[src/rtl/bfu_mont_pipe.sv]
// rtl/bfu_mont_pipe.sv - multi-lane four-stage Montgomery butterfly pipeline for NTT/INTT
//
// Purpose:
//   LANES independent Montgomery butterflies that share one control path.
//   The mode is chosen per transaction: NTT (Cooley-Tukey) or INTT (Gentleman-Sande).
//     NTT : m = mont(b*tw);  o_a = a + m;  o_b = a - m
//     INTT: o_a = a + b;     o_b = mont((b - a)*tw)
//   mont(x) = (x - t*Q) >>> DATA_W, where t = signed low DATA_W bits of x*QINV.
//   Latency is 4 cycles. Throughput is 1 transaction per cycle. Backpressure stalls the whole pipe.
//
// Optional build macro:
//   BFU_MONT_FREEZE_EN - stage 4 maps each output into [0, Q) with one conditional add/subtract of Q.
//
// Ports:
//   i_clk, i_rst        clock; asynchronous active-high reset
//   i_valid / o_ready   input handshake; o_ready = i_ready || !o_valid
//   i_intt              per-transaction mode (0 = NTT, 1 = INTT)
//   i_a, i_b, i_twiddle lane k at [k*DATA_W +: DATA_W], signed; twiddle is in the Montgomery domain
//   o_valid / i_ready   output handshake
//   o_a, o_b            lane-packed signed results
//   o_busy              at least one stage holds a valid transaction

module bfu_mont_pipe #(
  parameter int          LANES  = 1,
  parameter int          DATA_W = 32,
  parameter int unsigned Q      = 32'd8380417,
  parameter int unsigned QINV   = 32'd58728449
) (
  input  logic                    i_clk,
  input  logic                    i_rst,
  input  logic                    i_valid,
  output logic                    o_ready,
  input  logic                    i_intt,
  input  logic [LANES*DATA_W-1:0] i_a,
  input  logic [LANES*DATA_W-1:0] i_b,
  input  logic [LANES*DATA_W-1:0] i_twiddle,
  output logic                    o_valid,
  input  logic                    i_ready,
  output logic [LANES*DATA_W-1:0] o_a,
  output logic [LANES*DATA_W-1:0] o_b,
  output logic                    o_busy
);

  localparam int PW = 2 * DATA_W;

  typedef logic [DATA_W-1:0] word_t;
  typedef logic [PW-1:0]     dword_t;

  localparam dword_t Q_P    = dword_t'(Q);
  localparam word_t  Q_D    = word_t'(Q);
  localparam word_t  QINV_D = word_t'(QINV);

  function automatic dword_t sext(input word_t v);
    return {{DATA_W{v[DATA_W-1]}}, v};
  endfunction

`ifdef BFU_MONT_FREEZE_EN
  // Fold a value in (-Q, 2Q) into [0, Q) with one correction.
  function automatic word_t freeze(input word_t v);
    if (v[DATA_W-1]) begin
      return v + Q_D;
    end else if (v >= Q_D) begin
      return v - Q_D;
    end else begin
      return v;
    end
  endfunction
`endif

  logic en;

  // Per-stage valid and mode bits
  logic s1_vld_q, s2_vld_q, s3_vld_q, s4_vld_q;
  logic s1_intt_q, s2_intt_q, s3_intt_q;

  // S1: x is the value that goes straight to the output adder.
  //     y is the multiplicand that goes into the Montgomery product.
  logic [LANES-1:0][DATA_W-1:0] s1_x_d, s1_x_q;
  logic [LANES-1:0][DATA_W-1:0] s1_y_d, s1_y_q;
  logic [LANES-1:0][DATA_W-1:0] s1_tw_q;

  // S2: full-width product
  logic [LANES-1:0][PW-1:0]     s2_prod_d, s2_prod_q;
  logic [LANES-1:0][DATA_W-1:0] s2_x_q;

  // S3: Montgomery quotient t, with the product carried alongside it
  logic [LANES-1:0][DATA_W-1:0] s3_t_d, s3_t_q;
  logic [LANES-1:0][PW-1:0]     s3_prod_q;
  logic [LANES-1:0][DATA_W-1:0] s3_x_q;

  // S4: registered outputs
  logic [LANES-1:0][DATA_W-1:0] s4_r;
  logic [LANES-1:0][DATA_W-1:0] s4_a_raw, s4_b_raw;
  logic [LANES-1:0][DATA_W-1:0] s4_a_d, s4_a_q;
  logic [LANES-1:0][DATA_W-1:0] s4_b_d, s4_b_q;

  // A single enable moves every stage together. The pipe keeps moving while S4 is empty,
  // so bubbles are squeezed out when downstream stalls.
  assign en      = i_ready | ~s4_vld_q;
  assign o_ready = en;
  assign o_valid = s4_vld_q;
  assign o_busy  = s1_vld_q | s2_vld_q | s3_vld_q | s4_vld_q;
  assign o_a     = s4_a_q;
  assign o_b     = s4_b_q;

  // S1 pre-add/sub.
  //   NTT : x = a,     y = b
  //   INTT: x = a + b, y = b - a
  always_comb begin
    s1_x_d = '0;
    s1_y_d = '0;
    for (int k = 0; k < LANES; k++) begin
      if (i_intt) begin
        s1_x_d[k] = i_a[k*DATA_W +: DATA_W] + i_b[k*DATA_W +: DATA_W];
        s1_y_d[k] = i_b[k*DATA_W +: DATA_W] - i_a[k*DATA_W +: DATA_W];
      end else begin
        s1_x_d[k] = i_a[k*DATA_W +: DATA_W];
        s1_y_d[k] = i_b[k*DATA_W +: DATA_W];
      end
    end
  end

  // S2 signed product. Both operands are sign-extended to PW bits,
  // so the low PW bits of the unsigned multiply equal the signed product.
  always_comb begin
    s2_prod_d = '0;
    for (int k = 0; k < LANES; k++) begin
      s2_prod_d[k] = sext(s1_y_q[k]) * sext(s1_tw_q[k]);
    end
  end

  // S3 quotient. Only the low DATA_W bits of product*QINV are needed,
  // so only the low half of the product takes part.
  always_comb begin
    s3_t_d = '0;
    for (int k = 0; k < LANES; k++) begin
      s3_t_d[k] = s2_prod_q[k][DATA_W-1:0] * QINV_D;
    end
  end

  // S4 reduction and final add/sub.
  // The low half of (prod - t*Q) is zero by construction, so the upper half is the exact result.
  always_comb begin
    s4_r     = '0;
    s4_a_raw = '0;
    s4_b_raw = '0;
    s4_a_d   = '0;
    s4_b_d   = '0;
    for (int k = 0; k < LANES; k++) begin
      s4_r[k] = word_t'((s3_prod_q[k] - sext(s3_t_q[k]) * Q_P) >> DATA_W);
      if (s3_intt_q) begin
        s4_a_raw[k] = s3_x_q[k];
        s4_b_raw[k] = s4_r[k];
      end else begin
        s4_a_raw[k] = s3_x_q[k] + s4_r[k];
        s4_b_raw[k] = s3_x_q[k] - s4_r[k];
      end
`ifdef BFU_MONT_FREEZE_EN
      s4_a_d[k] = freeze(s4_a_raw[k]);
      s4_b_d[k] = freeze(s4_b_raw[k]);
`else
      s4_a_d[k] = s4_a_raw[k];
      s4_b_d[k] = s4_b_raw[k];
`endif
    end
  end

  always_ff @(posedge i_clk or posedge i_rst) begin
    if (i_rst) begin
      s1_vld_q  <= 1'b0;
      s2_vld_q  <= 1'b0;
      s3_vld_q  <= 1'b0;
      s4_vld_q  <= 1'b0;
      s1_intt_q <= 1'b0;
      s2_intt_q <= 1'b0;
      s3_intt_q <= 1'b0;
      s1_x_q    <= '0;
      s1_y_q    <= '0;
      s1_tw_q   <= '0;
      s2_prod_q <= '0;
      s2_x_q    <= '0;
      s3_t_q    <= '0;
      s3_prod_q <= '0;
      s3_x_q    <= '0;
      s4_a_q    <= '0;
      s4_b_q    <= '0;
    end else if (en) begin
      // When en is high and i_valid is low, a bubble enters S1.
      s1_vld_q  <= i_valid;
      s1_intt_q <= i_intt;
      s1_x_q    <= s1_x_d;
      s1_y_q    <= s1_y_d;
      s1_tw_q   <= i_twiddle;

      s2_vld_q  <= s1_vld_q;
      s2_intt_q <= s1_intt_q;
      s2_prod_q <= s2_prod_d;
      s2_x_q    <= s1_x_q;

      s3_vld_q  <= s2_vld_q;
      s3_intt_q <= s2_intt_q;
      s3_t_q    <= s3_t_d;
      s3_prod_q <= s2_prod_q;
      s3_x_q    <= s2_x_q;

      s4_vld_q  <= s3_vld_q;
      s4_a_q    <= s4_a_d;
      s4_b_q    <= s4_b_d;
    end
  end

endmodule

[config.mk]
export PLATFORM = sky130hd
export DESIGN_NAME = bfu_mont_pipe
export DESIGN_NICKNAME = d
export VERILOG_FILES = /design/src/rtl/bfu_mont_pipe.sv
export SDC_FILE = /design/constraint.sdc
export NUM_CORES = 2
export LEC_CHECK = 0
export CAP_MARGIN = 20
export CORE_MARGIN = 5
export CORE_UTILIZATION = 40
export CTS_CLUSTER_DIAMETER = 120
export CTS_CLUSTER_SIZE = 40
export DETAILED_ROUTE_END_ITERATION = 8
export PLACE_DENSITY = 0.58
export SETUP_SLACK_MARGIN = 0.5
export SLEW_MARGIN = 10
export SYNTH_ARGS = -nofsm -noshare
export SYNTH_HDL_FRONTEND = slang
export SYNTH_SLANG_ARGS = --single-unit
[constraint.sdc]
create_clock -name i_clk -period 18.7 [get_ports i_clk]
set_input_delay 1.87 -clock i_clk [delete_from_list [all_inputs] [get_ports i_clk]]
set_output_delay 1.87 -clock i_clk [all_outputs]
set_load 0.05 [all_outputs]
==> qor.log <==
[status] status complete, no violations
[clock_network] Clock Pin Slew Worst Setup and Hold Paths 160 ps
[routing] Total Routed Length 206 mm
[final_layout] Layout area overhead 6.55%
[timing] Max Slew Vio Count 0
[floorplanning] die area 186000 um2
[grt] first-pass GRT wire length 327 mm
[logic_synthesis] gate count after technology mapping 7965
[logic_synthesis] Netlist Area Pre-Place 71200 um2
[clock_network] H-Tree Depth 1
[grt] initial antenna violation count 6
[logic_synthesis] sequential element share of the synthesized area 0.133
[grt] Tot GR Track Use 0.223
[setup_path] crit path capture type register
[timing] Setup-failing EPs final 0
[logic_synthesis] post-synthesis net count 10100
[floorplanning] boundary pin count 168
[timing] count of endpoints failing hold in the final timing report 0
[setup_path] top fanout value on the critical path 10
[timing] Final Critical Period 11630 ps
[timing] setup clock skew after layout 106 ps
[final_layout] number of nets in the finished design 9980
[final_layout] layout cell share with drive strength beyond 1 0.0241
[placed_design] Port-buffer cells 167
[routing] residual antenna-violating net count after detailed routing 0
[setup_path] slowest stage cell, crit path sky130_fd_sc_hd__o41ai_2
[grt] total congestion overflow 0
[timing] setup repair after global routing missed its margin no
[logic_synthesis] warning count from the yosys run 0
[routing] DRC violation count after routing 0
[clock_network] number of gates resized after cts 0
[final_layout] filler cell count 17500
[timing] Setup TNS Final 0 ps
[routing] DRT iter0 DRCs 3514
[clock_network] root buffer cell sky130_fd_sc_hd__clkbuf_16
[grt] largest net degree at the start of global routing 237
[setup_path] critical path data arrival time 12210 ps
[grt] most crowded layer after global routing met2
[logic_synthesis] Synth Area in Simple Gates 0.143
[placed_design] detailed placer's ending HPWL 165 mm
[grt] fraction of met1 tracks used by global routing 0.312
[grt] vias in the first global route 56100
[timing] highest clock frequency the design can meet 86.0 MHz
[clock_network] clock latency of the later-clocked register in the worst-skew pair 660 ps
[clock_network] clock tree from TritonCTS yes
[setup_path] required time at the endpoint of the critical path 19280 ps
[setup_path] CP Class reg -> reg
[clock_network] maximum count of clock buffers along a single path 3
[routing] drt via density 5.16
[grt] GR Layer Usage met3 0.0165
[floorplanning] starting density of the core 0.403
[routing] wire length per cell 20.1 um
[logic_synthesis] flip-flop and latch count after synthesis 378
[logic_synthesis] XOR/XNOR share of the synthesized area 0.0346
[grt] Global Route met2 Usage 0.377
[clock_network] count of buffers added by post-CTS timing repair for setup 0
[timing] slew at the pin with the worst max-slew slack 1190 ps
[logic_synthesis] main combinational cell family by area after synthesis adder cells
[timing] final worst-path cycle share 0.622
[routing] Pre-antenna DRT Iters 6
[floorplanning] Chip Width 432 um
[placed_design] routability congestion estimate from global placement 0.918
[clock_network] number of buffers inserted for hold repair after clock tree synthesis 0
[logic_synthesis] post-synthesis cell type count 89
[logic_synthesis] count of flip-flops with a built-in enable after synthesis 0
[min_path] worst hold path type reg -> reg
[logic_synthesis] adder and majority gate portion of the synthesized area 0.492
[logic_synthesis] share of the synthesized area in compound gates (AO/OA/AOI/OAI) 0.0920
[clock_network] Inserted Clock Buffers 18
[logic_synthesis] Post-Syn Area per Cell 8.93 um2
[setup_path] CP Launch Type register
[logic_synthesis] Main synth FF type sky130_fd_sc_hd__dfrtp_1
[floorplanning] standard-cell row count 154
[setup_path] crit-path max cell delay 560 ps
[clock_network] clock sinks 378
[routing] vias post-DR 52800
[final_layout] area of the multi-input gates 54500 um2
[timing] worst slew margin relative to its limit 0.205
[final_layout] post-route cell area 75800 um2
[final_layout] Sequential cell area 9470 um2
[floorplanning] Die Height 432 um
[placed_design] placed cell areas 75100 um2
[logic_synthesis] share of synthesized area spent on multiplexers 0.00355
[floorplanning] core region area 176000 um2
[logic_synthesis] share of async-settable or async-resettable flops after synthesis 1.00
[job] Max-cap violations 0
==> final cells by class <==
class / instances / share of cell area
inverters: 1558 / 0.0773
multi-input cells: 5673 / 0.719
clock inverters: 11 / 0.00315
diodes: 1 / 0.0000330
flip-flops and latches: 378 / 0.125
repair buffers: 255 / 0.0310
well taps: 2340 / 0.0386
clock buffers: 20 / 0.00604
==> layer usage <==
layer  part of all wire  wire (um)
met3              0.042       8570
met2               0.48      99100
met1               0.45      92600
met4              0.028       5850
met5                  0          0
==> stage by stage <==
stage	util	hold WS, ps	instances	setup slack [ps]
after floorplan	-	439	7965	6330
after global placement	0.426	451	10200	7200
after detailed placement	0.426	455	10200	7190
after CTS	0.430	468	10200	7170
after global routing	0.430	488	10200	6360
final	0.430	458	10200	7070
==> sequential cells by signal, summed over array words and instances, names as in the netlist <==
name and cells:
s3_prod_q 51, s1_tw_q 32, s1_y_q 32, o_a 32
s3_x_q 32, s2_x_q 32, s2_prod_q 64, o_b 32
s2_intt_q 1, s2_vld_q 1, s1_intt_q 1, s3_intt_q 1
s3_vld_q 1, s3_t_q 32, o_valid 1, s1_vld_q 1
s1_x_q 32
==> critical path: cells and delay by family, from the launching register on <==
kind | cells | cell delay, ps
fa+ha+maj | 10 | 4340
simple gates | 7 | 1070
flops | 1 | 450
xor+xnor | 3 | 620
buf+inv | 2 | 280
compound gates | 20 | 4860
==> synthesized netlist by cell type, drive strengths merged (31+ instances only) <==
cell type,instances,area [um2]
fa,1343,26900
ha,652,8160
nor3,65,335
a21oi,366,1840
a31oi,38,268
and2,270,1690
xor2,90,796
o21ai,267,1370
o21a,31,233
nand3,44,220
nand2,1451,5450
xnor2,188,1670
a21o,104,781
o21bai,67,503
nor2b,37,231
nor2,264,991
inv,1558,5850
nand2b,62,388
dfrtp,378,9460
clkbuf,339,1270
==> cell families after synthesis <==
group                    count (synthesis)
adder cells (fa/ha/maj)               1995
XOR/XNOR                               278
multiplexers                            25
AO/OA/AOI/OAI                         1046
AND/OR/NAND/NOR                       2329
buffers and inverters                 1914
flip-flops                             378
==> worst paths after layout <==
| kind | slack [ps] | start | cells after the start | end |
|---|---|---|---|---|
| max | 7070 | s3_t_q[9] | 42 | o_a[31] |
| min | 460 | s2_x_q[19] | 2 | s3_x_q[19] |
| max reg2reg | 7070 | s3_t_q[9] | 42 | o_a[31] |
| min reg2reg | 460 | s2_x_q[19] | 2 | s3_x_q[19] |
| max in group asynchronous | 14770 | i_rst | 4 | o_b[13] |
| min in group asynchronous | 1650 | i_rst | 2 | s1_tw_q[28] |
==> cell usage in the layout, fill, tap and decap left out, drive strengths merged, types with 44 or more instances in the layout <==
cell type      synthesis  routed
o21bai                67      67
xor2                  90      90
a21oi                366     366
nand3                 44      44
and2                 270     270
nand2               1451    1451
buf                   17      89
xnor2                188     188
nor2                 264     264
dfrtp                378     378
inv                 1558    1564
o21ai                267     267
a21o                 104     104
ha                   652     652
nand2b                62      62
clkdlybuf4s50          0     166
fa                  1343    1343
nor3                  65      65
Power is left out: the tool's default activity adds up to more than one toggle a clock period on the data nets, which glitch-free logic cannot reach.
